==> src/rtl/adder_pkg.sv <==
// Shared definitions for the Brent-Kung prefix adders and subtractors.
//   bk_dir_e     : selects an up-sweep or down-sweep prefix level
//   clog2w()     : ceil(log2(w)) usable in constant expressions
//   gp_combine() : (g,p) prefix operator, {g, p} = {gh | ph&gl, ph&pl}
//   BKS_*        : pipeline depth and level counts for the default 16-bit width
package adder_pkg;

    typedef enum logic {
        BkUp,
        BkDown
    } bk_dir_e;

    function automatic int unsigned clog2w(input int unsigned w);
        int unsigned r;
        r = 0;
        for (int unsigned v = 1; v < w; v = v << 1) begin
            r++;
        end
        return r;
    endfunction

    localparam int unsigned BKS_STAGES    = 3;
    localparam int unsigned BKS_DEF_WIDTH = 16;
    localparam int unsigned BKS_UP_LVLS   = clog2w(BKS_DEF_WIDTH);
    localparam int unsigned BKS_DN_LVLS   = clog2w(BKS_DEF_WIDTH) - 1;

    // Returns {g, p} of the span formed by a high group (gh, ph) over a low group (gl, pl).
    function automatic logic [1:0] gp_combine(input logic gh, input logic ph,
                                              input logic gl, input logic pl);
        return {gh | (ph & gl), ph & pl};
    endfunction

endpackage

==> src/rtl/bka_prefix_level.sv <==
// One combinational Brent-Kung prefix level.
//   Parameters: WIDTH (bits), LEVEL (span = 2**LEVEL), DIR (BkUp / BkDown)
//   Ports:
//     g, p   : group generate/propagate entering this level
//     gn, pn : group generate/propagate leaving this level
// Up level:   node i where (i+1) % 2**(LEVEL+1) == 0 absorbs node i - 2**LEVEL.
// Down level: node i where (i+1) % 2**(LEVEL+1) == 2**LEVEL, i > 2**LEVEL,
//             absorbs node i - 2**LEVEL (the already complete prefix below it).
// All other nodes pass through unchanged.
module bka_prefix_level
    import adder_pkg::*;
#(
    parameter int unsigned WIDTH = 16,
    parameter int unsigned LEVEL = 0,
    parameter bk_dir_e     DIR   = BkUp
) (
    input  logic [WIDTH-1:0] g,
    input  logic [WIDTH-1:0] p,
    output logic [WIDTH-1:0] gn,
    output logic [WIDTH-1:0] pn
);

    localparam int Span = 1 << LEVEL;
    localparam int Blk  = Span << 1;

    for (genvar i = 0; i < int'(WIDTH); i++) begin : g_bit
        if ((DIR == BkUp && ((i + 1) % Blk) == 0) ||
            (DIR == BkDown && ((i + 1) % Blk) == Span && i > Span)) begin : g_node
            assign {gn[i], pn[i]} = gp_combine(g[i], p[i], g[i-Span], p[i-Span]);
        end else begin : g_pass
            assign gn[i] = g[i];
            assign pn[i] = p[i];
        end
    end

endmodule

==> src/rtl/subtractor_bks_pipe.sv <==
// Pipelined Brent-Kung subtractor: {bo, d} = a - b - bi, computed as a + ~b + ~bi.
// Three registered stages (operand, up-sweep, down-sweep + difference), one result per
// clock, valid/ready on both sides. All stages advance together when the output stage
// is empty or being drained.
//   Parameters: WIDTH (power of two, 4..64)
//   Ports:
//     clk, rst             : clock, asynchronous active-high reset
//     in_valid, in_ready   : input handshake for a, b, bi
//     a, b, bi             : minuend, subtrahend, borrow-in
//     out_valid, out_ready : output handshake
//     dout                 : {bo, d}; named dout since `do` is a reserved word
//     ovf                  : signed overflow, present only with SUBTRACTOR_BKS_OVF_EN
// Build option: `define SUBTRACTOR_BKS_OVF_EN adds the ovf port and its pipeline flops.
module subtractor_bks_pipe
    import adder_pkg::*;
#(
    parameter int unsigned WIDTH = 16
) (
    input  logic             clk,
    input  logic             rst,
    input  logic             in_valid,
    output logic             in_ready,
    input  logic [WIDTH-1:0] a,
    input  logic [WIDTH-1:0] b,
    input  logic             bi,
    output logic             out_valid,
    input  logic             out_ready,
`ifdef SUBTRACTOR_BKS_OVF_EN
    output logic             ovf,
`endif
    output logic [WIDTH:0]   dout
);

    localparam int unsigned UpLvls = clog2w(WIDTH);
    localparam int unsigned DnLvls = UpLvls - 1;

    logic en;
    logic v1_q, v2_q, v3_q;

    // Stage 1: bitwise propagate, generate (carry-in folded into bit 0), carry-in
    logic [WIDTH-1:0] p_in, g_in;
    logic             c0_in;
    logic [WIDTH-1:0] p1_q, g1_q;
    logic             c01_q;

    // Stage 2: up-sweep result plus the bitwise propagate needed for the difference
    logic [WIDTH-1:0] gu2_q, pu2_q, p2_q;
    logic             c02_q;

    // Stage 3: difference and borrow-out
    logic [WIDTH-1:0] g_fin, carry, d_next;
    logic [WIDTH:0]   dout_q;

    assign en        = ~v3_q | out_ready;
    assign in_ready  = en;
    assign out_valid = v3_q;
    assign dout      = dout_q;

    always_comb begin
        c0_in    = ~bi;
        p_in     = a ^ ~b;
        g_in     = a & ~b;
        g_in[0]  = g_in[0] | (p_in[0] & c0_in);
    end

    // Up-sweep levels, fed from stage 1
    for (genvar l = 0; l < int'(UpLvls); l++) begin : g_up
        logic [WIDTH-1:0] go, po;
        if (l == 0) begin : g_first
            bka_prefix_level #(
                .WIDTH (WIDTH),
                .LEVEL (l),
                .DIR   (BkUp)
            ) u_lvl (
                .g  (g1_q),
                .p  (p1_q),
                .gn (go),
                .pn (po)
            );
        end else begin : g_next
            bka_prefix_level #(
                .WIDTH (WIDTH),
                .LEVEL (l),
                .DIR   (BkUp)
            ) u_lvl (
                .g  (g_up[l-1].go),
                .p  (g_up[l-1].po),
                .gn (go),
                .pn (po)
            );
        end
    end

    // Down-sweep levels, fed from stage 2; spans shrink from 2**(UpLvls-2) to 1
    for (genvar j = 0; j < int'(DnLvls); j++) begin : g_dn
        logic [WIDTH-1:0] go, po;
        if (j == 0) begin : g_first
            bka_prefix_level #(
                .WIDTH (WIDTH),
                .LEVEL (DnLvls - 1 - j),
                .DIR   (BkDown)
            ) u_lvl (
                .g  (gu2_q),
                .p  (pu2_q),
                .gn (go),
                .pn (po)
            );
        end else begin : g_next
            bka_prefix_level #(
                .WIDTH (WIDTH),
                .LEVEL (DnLvls - 1 - j),
                .DIR   (BkDown)
            ) u_lvl (
                .g  (g_dn[j-1].go),
                .p  (g_dn[j-1].po),
                .gn (go),
                .pn (po)
            );
        end
    end

    // Only the final group generates matter once the prefix is complete.
    logic unused_p_fin;
    assign unused_p_fin = ^g_dn[DnLvls-1].po;

    // g_fin[i] is the carry out of bit i; carry into bit 0 is c0 itself.
    assign g_fin  = g_dn[DnLvls-1].go;
    assign carry  = {g_fin[WIDTH-2:0], c02_q};
    assign d_next = p2_q ^ carry;

    always_ff @(posedge clk or posedge rst) begin
        if (rst) begin
            v1_q   <= 1'b0;
            v2_q   <= 1'b0;
            v3_q   <= 1'b0;
            p1_q   <= '0;
            g1_q   <= '0;
            c01_q  <= 1'b0;
            gu2_q  <= '0;
            pu2_q  <= '0;
            p2_q   <= '0;
            c02_q  <= 1'b0;
            dout_q <= '0;
        end else if (en) begin
            v1_q   <= in_valid;
            v2_q   <= v1_q;
            v3_q   <= v2_q;
            p1_q   <= p_in;
            g1_q   <= g_in;
            c01_q  <= c0_in;
            gu2_q  <= g_up[UpLvls-1].go;
            pu2_q  <= g_up[UpLvls-1].po;
            p2_q   <= p1_q;
            c02_q  <= c01_q;
            dout_q <= {~g_fin[WIDTH-1], d_next};
        end
    end

`ifdef SUBTRACTOR_BKS_OVF_EN
    // Operand signs travel with the data; the result sign is only known in stage 3.
    logic sd1_q, am1_q, sd2_q, am2_q, ovf_q;

    always_ff @(posedge clk or posedge rst) begin
        if (rst) begin
            sd1_q <= 1'b0;
            am1_q <= 1'b0;
            sd2_q <= 1'b0;
            am2_q <= 1'b0;
            ovf_q <= 1'b0;
        end else if (en) begin
            sd1_q <= a[WIDTH-1] ^ b[WIDTH-1];
            am1_q <= a[WIDTH-1];
            sd2_q <= sd1_q;
            am2_q <= am1_q;
            ovf_q <= sd2_q & (am2_q ^ d_next[WIDTH-1]);
        end
    end

    assign ovf = ovf_q;
`endif

endmodule
==> config.mk <==
export PLATFORM = sky130hd
export DESIGN_NAME = subtractor_bks_pipe
export DESIGN_NICKNAME = d
export VERILOG_FILES = /design/src/rtl/adder_pkg.sv /design/src/rtl/bka_prefix_level.sv /design/src/rtl/subtractor_bks_pipe.sv
export SDC_FILE = /design/constraint.sdc
export NUM_CORES = 1
export LEC_CHECK = 0
export CORE_UTILIZATION = 68
export DETAILED_ROUTE_END_ITERATION = 7
export DONT_BUFFER_PORTS = 1
export GPL_ROUTABILITY_DRIVEN = 0
export PLACE_DENSITY = 0.89
export SETUP_SLACK_MARGIN = 0.05
export SYNTH_ARGS = -nofsm -noshare
export SYNTH_HDL_FRONTEND = slang
export SYNTH_SLANG_ARGS = --single-unit
==> constraint.sdc <==
create_clock -name clk -period 6.8 [get_ports clk]
set_clock_uncertainty 0.1 [all_clocks]
set_input_delay 1.36 -clock clk [delete_from_list [all_inputs] [get_ports clk]]
set_output_delay 1.36 -clock clk [all_outputs]
set_load 0.01 [all_outputs]
Yosys cells after proc, flatten, opt, wreduce, memory -nomap -nowiden
Index checks and enable logic that the tools add are counted.
- register bits after elaboration: 101
- output and inout bits: 19
- word-level logic and storage cells: 87
- bits of input ports: 37
- bitwise operators: 76
- operator list (cell ; number):
    1-bit AND ; 41
    16-bit bitwise XOR ; 2
    1-bit OR ; 28
    16-bit AND ; 1
    16-bit inverter ; 1
    1-bit inverter ; 3

Depth between registers and ports, before layout
Gate-level depths: netlist of the first run.
- word-level depth: 8
- mapped depth: 7
- depth with buffers taken out: 6

Cells and area by module
From an unflattened synthesis of the first run, not the netlist that was laid out.
- cell total of the unflattened synthesis: 494
- area total of the unflattened synthesis: 6154.7 um^2
- by module, submodules not included (module ; instances ; sequential area each (um^2) ; area an instance (um^2) ; cells each):
    subtractor_bks_pipe ; 1 ; 2552.4 ; 4478.0 ; 270
    bka_prefix_level (g_dn[1].g_next.u_lvl ...) ; 4 ; 0.0 ; 239.0 ; 32
    bka_prefix_level (g_dn[0].g_first.u_lvl ...) ; 3 ; 0.0 ; 240.2 ; 32

Worst setup path before layout of the first run
Ideal clock, no wire load.
- path type: input to output
- start: input port out_ready
- end: output port in_ready
- path buffers: 3
- setup slack: 3.452 ns
- required time: 5.340 ns
- arrival time: 1.888 ns
- stages: 5
- cells stage by stage: nor2b_2 buf_6 inv_4 buf_6 buf_8
- word-level cells in the longest chain between the ends: 1
- ends and longest elaborated chain (what ; RTL line ; source):
    start: declaration ; subtractor_bks_pipe.sv:27 ; input logic out_ready,
    1-bit OR ; subtractor_bks_pipe.sv:54 ; assign en = ~v3_q | out_ready;
    end: declaration ; subtractor_bks_pipe.sv:22 ; output logic in_ready,
Every way passes these cells.

Worst setup path in the final report of the first run
Same ends and word-level chain as after synthesis.

==> results of run 1 <==
## through the flow
step / cell area [µm²] / worst slack, ns
floorplan: 4035 / 3.005
global route: 4189 / 2.539
finish: 4189 / 2.657
detailed placement: 3985 / 2.663
CTS: 4189 / 2.661
global placement: 3985 / 2.668
## power by group
group          switching (mW)  leakage, nW  internal, mW
registers               0.150         1.11         0.716
logic                   0.252         1.05         0.154
clock network           0.183       0.0945         0.180
total                   0.585         2.25          1.05
## how the worst max path moves through the flow
stage               startpoint  endpoint  slack [ns]  depth (start not counted)
finish               out_ready  in_ready        2.66                          3
global route         out_ready  in_ready        2.54                          3
CTS                  out_ready  in_ready        2.66                          3
detailed placement   out_ready  in_ready        2.66                          3
global placement     out_ready  in_ready        2.67                          3
floorplan                  rst     c01_q        3.00                          1
## critical path, delay by kind of cell
family        cells  cell delay [ns]
buf+inv           2             1.22
simple gates      1             0.08
## routing by layer
metal  up-vias  routed length (µm)
li1       1360                   -
met1      1273                3293
met2        60                3144
met3        11                 252
met4         0                 126
met5         -                   0
## registers in the layout, indices dropped and copies added (netlist names)
name       cells
c01_q          1
v2_q           1
p2_q           9
out_valid      1
gu2_q         16
g1_q          16
v1_q           1
dout          17
pu2_q         11
p1_q          16
c02_q          1
## logic make-up after synthesis
kind of cell | count (synthesis) | share of synthesized area, %
simple gates | 241 | 22.60
flops | 90 | 55.81
compound gates | 41 | 6.295
buf+inv | 40 | 5.923
fa+ha+maj | 23 | 7.132
xor+xnor | 9 | 1.954
mux | 1 | 0.2790
## layout make-up
| type | count | area [µm²] |
|---|---|---|
| flip-flops and latches | 90 | 2252 |
| multi-input cells | 315 | 1549 |
| fillers | 421 | 1419 |
| clock buffers | 10 | 137.6 |
| well taps | 72 | 90.09 |
| inverters | 20 | 78.83 |
| clock inverters | 6 | 66.31 |
| repair buffers | 2 | 15.01 |
## Yosys cell counts
cell type	number
sky130_fd_sc_hd__a211oi_2	1
sky130_fd_sc_hd__nor2_1	22
sky130_fd_sc_hd__o21ai_1	1
sky130_fd_sc_hd__buf_4	1
sky130_fd_sc_hd__o21ai_0	16
sky130_fd_sc_hd__nand2_1	217
sky130_fd_sc_hd__clkbuf_1	1
sky130_fd_sc_hd__a21o_1	4
sky130_fd_sc_hd__a21oi_2	7
sky130_fd_sc_hd__o211ai_1	1
sky130_fd_sc_hd__buf_8	1
sky130_fd_sc_hd__dfrtp_1	90
sky130_fd_sc_hd__xor2_1	7
sky130_fd_sc_hd__xnor2_1	2
sky130_fd_sc_hd__buf_6	8
sky130_fd_sc_hd__buf_2	9
sky130_fd_sc_hd__mux2_2	1
sky130_fd_sc_hd__inv_1	19
sky130_fd_sc_hd__a21oi_1	10
sky130_fd_sc_hd__inv_4	1
sky130_fd_sc_hd__a22oi_1	1
sky130_fd_sc_hd__nand2b_1	1
sky130_fd_sc_hd__nor2b_2	1
sky130_fd_sc_hd__ha_1	23
==> flow_results.org, run 1 <==
** Worst setup path
- Endpoint of the lowest-slack register-to-register path :: pu2_q[11]
- Required time reported for the critical path endpoint :: 5.34 ns
- Kind of start point of the critical path :: primary input
- The worst register-to-register path has a depth of 4.
- The signal on the critical path passes through nor2b_4 -> buf_4 -> inv_4.
- The largest individual stage delay along the critical path comes from the cell sky130_fd_sc_hd__buf_4.
- Worst R2R Setup Slack :: 4.33 ns
- The critical path is of the in2out type.
- Crit Path Max Fanout :: 96
- The largest single stage delay on the critical path is 0.70 ns.
- Reg2Reg Launch Point :: out_valid
- For the worst setup path, the data arrival time is 2.68 ns.
- Endpoint kind of the worst setup timing path :: output pin

** Floorplanning
- Measured along the x axis, the die boundary spans 79.03 µm.
- Row generation in the floorplan step produced 27 rows.
- In this run the count of I/O pins placed on the die edge is between 50 and 60.
- The total area inside the core boundary comes to about 5600 µm².
- Vertical extent of the die :: a little under 80 µm
- Effective utilization at floorplan :: 71.95%
- Total Die Area :: 6246 µm²

** Detailed routing
- Number of DRC markers after the initial detailed-route iteration :: 172
- Drt via density :: 5.250
- Remaining DRCs :: 0
- After detailed routing, the average wire length per cell comes to approximately 13 µm.
- Remaining number of nets flagged by the antenna check after routing :: 0
- Summed over all layers, the routed wires come to 6817 µm.
- Total vias in the final route :: around 2700
- First-pass detailed-route iteration total :: 4

** Cells and area
- For this run, the share of the core covered by cells in the final layout is between 70% and 80%.
- Highest-count cells in the layout ignoring fill and taps :: sky130_fd_sc_hd__nand2_1, sky130_fd_sc_hd__dfrtp_1, sky130_fd_sc_hd__ha_1, sky130_fd_sc_hd__nor2_1, sky130_fd_sc_hd__inv_1
- The net count of the finished layout is 498.
- For this run, the number of standard cells in the final layout without fillers is 515.
- Leaving out fill and tap cells, the most frequent cell in the layout is sky130_fd_sc_hd__nand2_1.
- Proportion of layout cells with a drive suffix above 1 :: 6.772%
- # diodes :: 0
- The area growth from synthesis to layout is 3.814%.

** Hold path
- Source of the worst hold timing path :: gu2_q[15]
- The worst hold path terminates at dout[16].
- Worst Hold Class :: reg2reg
- Counting instances, the worst hold path has a depth of 1.

** STA
- Worst-margin pin slew :: 1.089 ns
- Time the worst path needs with I/O delays and setup :: 4.143 ns
- Static timing analysis puts the maximum clock frequency at 241.4 MHz.
- Setup repair after global routing left no endpoint under its margin.
- After layout, the worst path uses between 60% and 70% of the clock period.
- Final hold violation count :: 0
- Setup total negative slack on the finished layout was measured at 0 ns.
- Max-slew violation total from the final report :: 0
- Min Hold Slack :: 0.3588 ns
- Setup violations remaining at the end of the flow were counted as 0.
- The worst pin sits at a relative slew slack of 27.39%.

** Global routing
- met2 is the most crowded layer.
- Met1 track utilization from global routing :: 32.91%
- For this run, the total global-route usage over all layers was measured as 24.45%.
- Global routing finished with a remaining overflow of 0.
- Vias in the first global route :: around 2500
- Maximum number of pins on one net before global-route repair :: 97
- Met2 routing resource usage after global routing :: 37.50%
- GR met3 Demand/Resource :: 5.402%
- The number of antenna violations at the first check in global routing is 0.
- The first global-routing pass estimated 11410 µm of wire.

** Logic synthesis
- Number of synthesized register bits :: 90
- Gate count after technology mapping :: approximately 450
- Top cell type by total area after synthesis :: sky130_fd_sc_hd__dfrtp_1
- During synthesis, Yosys emitted a total of 0 warnings.
- In the post-synthesis netlist, the biggest area contributors are sky130_fd_sc_hd__dfrtp_1, sky130_fd_sc_hd__nand2_1, sky130_fd_sc_hd__ha_1.
- Synthesized area per cell :: 9.068 µm²
- The number of nets in the synthesized netlist is ~510.
- The top cell type by area accounts for a little under three fifths of the synthesized area.
- The number of different library cells used by synthesis comes to 24.
- Sequential cells were found to cover 55.81% of the synthesized design area.
- Post-synthesis instance area :: 4035 µm²

** Placed design
- The count of buffers added on input and output ports is 0.
- Counting tap cells, the placed design contains a total of ~500 instances.
- Summed over all nets, the half-perimeter wirelength after detailed placement is 4379 µm.

** Clock tree
- Number of H-tree branching levels :: 3
- The clock passes through at most 2 buffers.
- In this run, post-CTS repair resized a total of 0 instances.
- In this run, CTS created clock tree buffers numbering 9.
- Register clock-pin slew on the reported worst setup and hold paths :: 0.08 ns
- Clock tree from TritonCTS :: done
- The tree built by TritonCTS fans out to 90 sinks.
- Root buffer cell :: sky130_fd_sc_hd__clkbuf_8
- Clock insertion delay at the later pin of the skew report :: 0.36 ns
- Buffers inserted to repair hold after CTS numbered 0.
- After clock tree synthesis, the setup repair step added 0 buffers.

** Power and ir drop
- Total power :: 1.634 mW
- IR analysis of the VDD net gives a maximum drop of 340.4 µV.
- For this design the ratio of total power to cell area is 390.2 nW/µm².
- For this design the static power due to leakage is 2.254 nW.

** Status
- Result of the run :: finished, final reports clean

** Flow run
- Across the run, the number of max-cap violations was 0.
Note: power is estimated with default switching activity, not from simulation.
==> inputs of run 2 (changes only) <==
--- a/config.mk
+++ b/config.mk
@@ -5,11 +5,11 @@
 export SDC_FILE = /design/constraint.sdc
 export NUM_CORES = 1
 export LEC_CHECK = 0
-export CORE_UTILIZATION = 68
+export CORE_UTILIZATION = 57
 export DETAILED_ROUTE_END_ITERATION = 7
 export DONT_BUFFER_PORTS = 1
 export GPL_ROUTABILITY_DRIVEN = 0
-export PLACE_DENSITY = 0.89
+export PLACE_DENSITY = 0.8
 export SETUP_SLACK_MARGIN = 0.05
 export SYNTH_ARGS = -nofsm -noshare
 export SYNTH_HDL_FRONTEND = slang
==> constraint.sdc (replaced) <==
create_clock -name clk -period 3.8 [get_ports clk]
set_clock_uncertainty 0.1 [all_clocks]
set_input_delay 0.76 -clock clk [delete_from_list [all_inputs] [get_ports clk]]
set_output_delay 0.76 -clock clk [all_outputs]
set_load 0.01 [all_outputs]
==> run 2 against run 1 <==
  * Sequential share of layout area fell by 0.73 points
  * Sequential power rose by 78%
  * Core utilization fell by 13 points
  * Clock power increased by 88%
  * Final cell count increased by 5.0%
  * Hold slack lost 0.083 ns
  * Wire length decreased by 6.2%
  * Power increased by 80%
  * Global-route usage shrank 5.0 points
  * Critical path type is now reg2out
==> flow_results.org, run 2 (synthesis results as in run 1) <==
** Status
- Result of the run :: finished, final reports clean

** Detailed routing
- The first routing iteration left 169 violations.
- First-pass detailed-route iteration total :: 4
- Drt via density :: 4.932
- The count of nets left with antenna violations once routing finished came out at 0.
- Routed WL per cell :: 11.82 µm
- The detailed router placed 2668 vias in this run.
- Summed over all layers, the routed wires come to 6396 µm.
- Remaining DRCs :: 0

** Worst setup path
- For the worst flop-to-flop path, the logic depth is 5.
- Required time reported for the critical path endpoint :: 2.94 ns
- In this run the worst path has a maximum fanout of 63.
- The worst register-to-register path begins at out_valid.
- At the worst endpoint, the arrival time is around 1.4 ns.
- Endpoint kind of the worst setup timing path :: output pin
- Worst R2R Setup Slack :: about 1.8 ns
- Worst Setup Path Type :: reg2out
- The worst setup path is launched from a flop.
- Endpoint of the lowest-slack register-to-register path :: gu2_q[15]

** Placed design
- OpenSTA, run right after detailed placement, puts the worst setup slack at 1.545 ns.
- Number of buffers added on ports :: 0
- Placed Instance Area :: 4030 µm²
- Detailed placer's ending HPWL :: 4358 µm

** Floorplanning
- Measured along the y axis, the die boundary spans about 86 µm.
- Top-level port count :: 56
- Die outline width :: 86.14 µm
- Total Die Area :: ~7400 µm²
- For this configuration, the core starts out at a cell density of 59.07%.
- Row generation in the floorplan step produced 30 rows.
- Core Region :: between 6000 and 7000 µm²

** Cells and area
- The register with the most flip-flops in the layout has 17 of them.
- Proportion of layout cells with a drive suffix above 1 :: roughly 6.7%
- With fillers left out, the area of the finished cells amounts to 4247 µm².
- After the last flow step, the layout net total stands at 500.
- Highest-count cells in the layout ignoring fill and taps :: sky130_fd_sc_hd__nand2_1, sky130_fd_sc_hd__dfrtp_1, sky130_fd_sc_hd__ha_1, sky130_fd_sc_hd__nor2_1, sky130_fd_sc_hd__inv_1
- From synthesis to final layout, the design area changed by 5.240%.
- Leaving out fill and tap cells, the most frequent cell in the layout is sky130_fd_sc_hd__nand2_1.
- # diodes :: 0
- Core occupancy in the finished layout :: 62.16%

** Global routing
- The first global-routing pass estimated 11070 µm of wire.
- Number of antenna violations at the first check in global routing :: 0
- Entering global routing, the biggest net connects 96 pins.
- Final global-route overflow total :: 0
- Vias in the first global route :: approximately 2500
- GR Util All Layers :: 19.47%

** STA
- Least setup slack across all paths after layout :: 1.535 ns
- Worst-margin pin slew :: between 0.8 and 0.9 ns
- Number of endpoints failing setup at the final stage :: 0
- Dividing the final minimum period by the clock period gives 59.62%.
- Max-slew violation total from the final report :: 0
- Measured against its own limit, the worst slew margin works out to a little over two fifths.
- Min Hold Slack :: 0.2756 ns
- Final hold violation count :: 0
- For the finished layout, the period the worst path requires is 2.265 ns.
- RSZ-0062 raised after global routing :: false
- Adding up every negative setup slack in the final design gives 0 ns.
- Highest clock rate :: 441.4 MHz

** Power and ir drop
- Sequential Power Share :: 52.4%
- Worst ir drop on vdd :: 660.4 µV
- For this design the total switching power over the nets is 1.004 mW.
- Logic pwr share :: 24.4%
- Sw Ratio :: around 34%
- The internal power of the cells totals 1.935 mW.
- For this design the static power due to leakage is 2.279 nW.
- Dividing total power by cell area gives a power density of 692.3 nW/µm².
- Clock power frac :: 23.2%

** Clock tree
- Max Buffers Root-to-Sink :: 2
- Clock insertion delay at the later pin of the skew report :: 0.35 ns
- The root buffer cell chosen for the clock tree is sky130_fd_sc_hd__clkbuf_8.
- After clock tree synthesis, the repair step resized 0 gates.
- Register clock-pin slew on the reported worst setup and hold paths :: 0.08 ns
- TritonCTS built the clock tree.
- Post-CTS Setup Bufs :: 0
- Buffers inserted to repair hold after CTS numbered 0.
- In this run, CTS created clock tree buffers numbering 9.
- Number of H-tree branching levels :: 3
- Clock tree synthesis found a total of 90 sinks.

** Hold path
- The tightest min-delay check is of the in2async type.

** Flow run
- Max-cap violations in this run came to 0.
-- run 2: worst max-delay path: stages (launching register included) --
cell                      delay, ns
sky130_fd_sc_hd__dfrtp_1       0.43
sky130_fd_sc_hd__nor2b_4       0.16
sky130_fd_sc_hd__inv_4         0.46
-- run 2: cell type report --
class	count	area [µm²]
Clock buffer	15	186.4
Clock inverter	1	30.03
Fill cell	595	2585
Inverter	20	78.83
Multi-Input combinational cell	315	1549
Sequential cell	90	2252
Tap cell	96	120.1
Timing Repair Buffer	4	30.03
-- run 2: metrics by stage --
step,total power [mW],std cells
4_1_cts,2.975,541
3_5_place_dp,2.288,525
6_report,2.940,541
3_3_place_gp,2.249,525
5_1_grt,3.171,541
2_1_floorplan,2.147,445
-- run 2: power groups by stage --
| stage | Combinational (mW) | Sequential, mW | Clock [mW] |
|---|---|---|---|
| floorplan | 0.642 | 1.50 | 0 |
| global placement | 0.697 | 1.55 | 0 |
| detailed placement | 0.726 | 1.56 | 0 |
| CTS | 0.730 | 1.54 | 0.702 |
| global route | 0.840 | 1.59 | 0.742 |
| finish | 0.717 | 1.54 | 0.682 |
-- run 2: per-layer routing --
layer  track usage, %  part of all wire [%]  vias up
li1                 -                     -     1365
met4            8.182                   1.7        0
met2            29.29                    45       65
met1            27.23                    48     1228
met5                0                     0        -
met3            4.716                   5.5       10
-- run 2: worst max-delay path by stage --
stage | endpoint | cells after the start | startpoint | slack, ns
finish | in_ready | 2 | out_valid | 1.53
global route | in_ready | 2 | out_valid | 1.43
CTS | in_ready | 2 | out_valid | 1.51
detailed placement | gu2_q[15] | 5 | out_ready | 1.54
global placement | gu2_q[15] | 5 | out_ready | 1.56
floorplan | c01_q | 1 | rst | 0.60
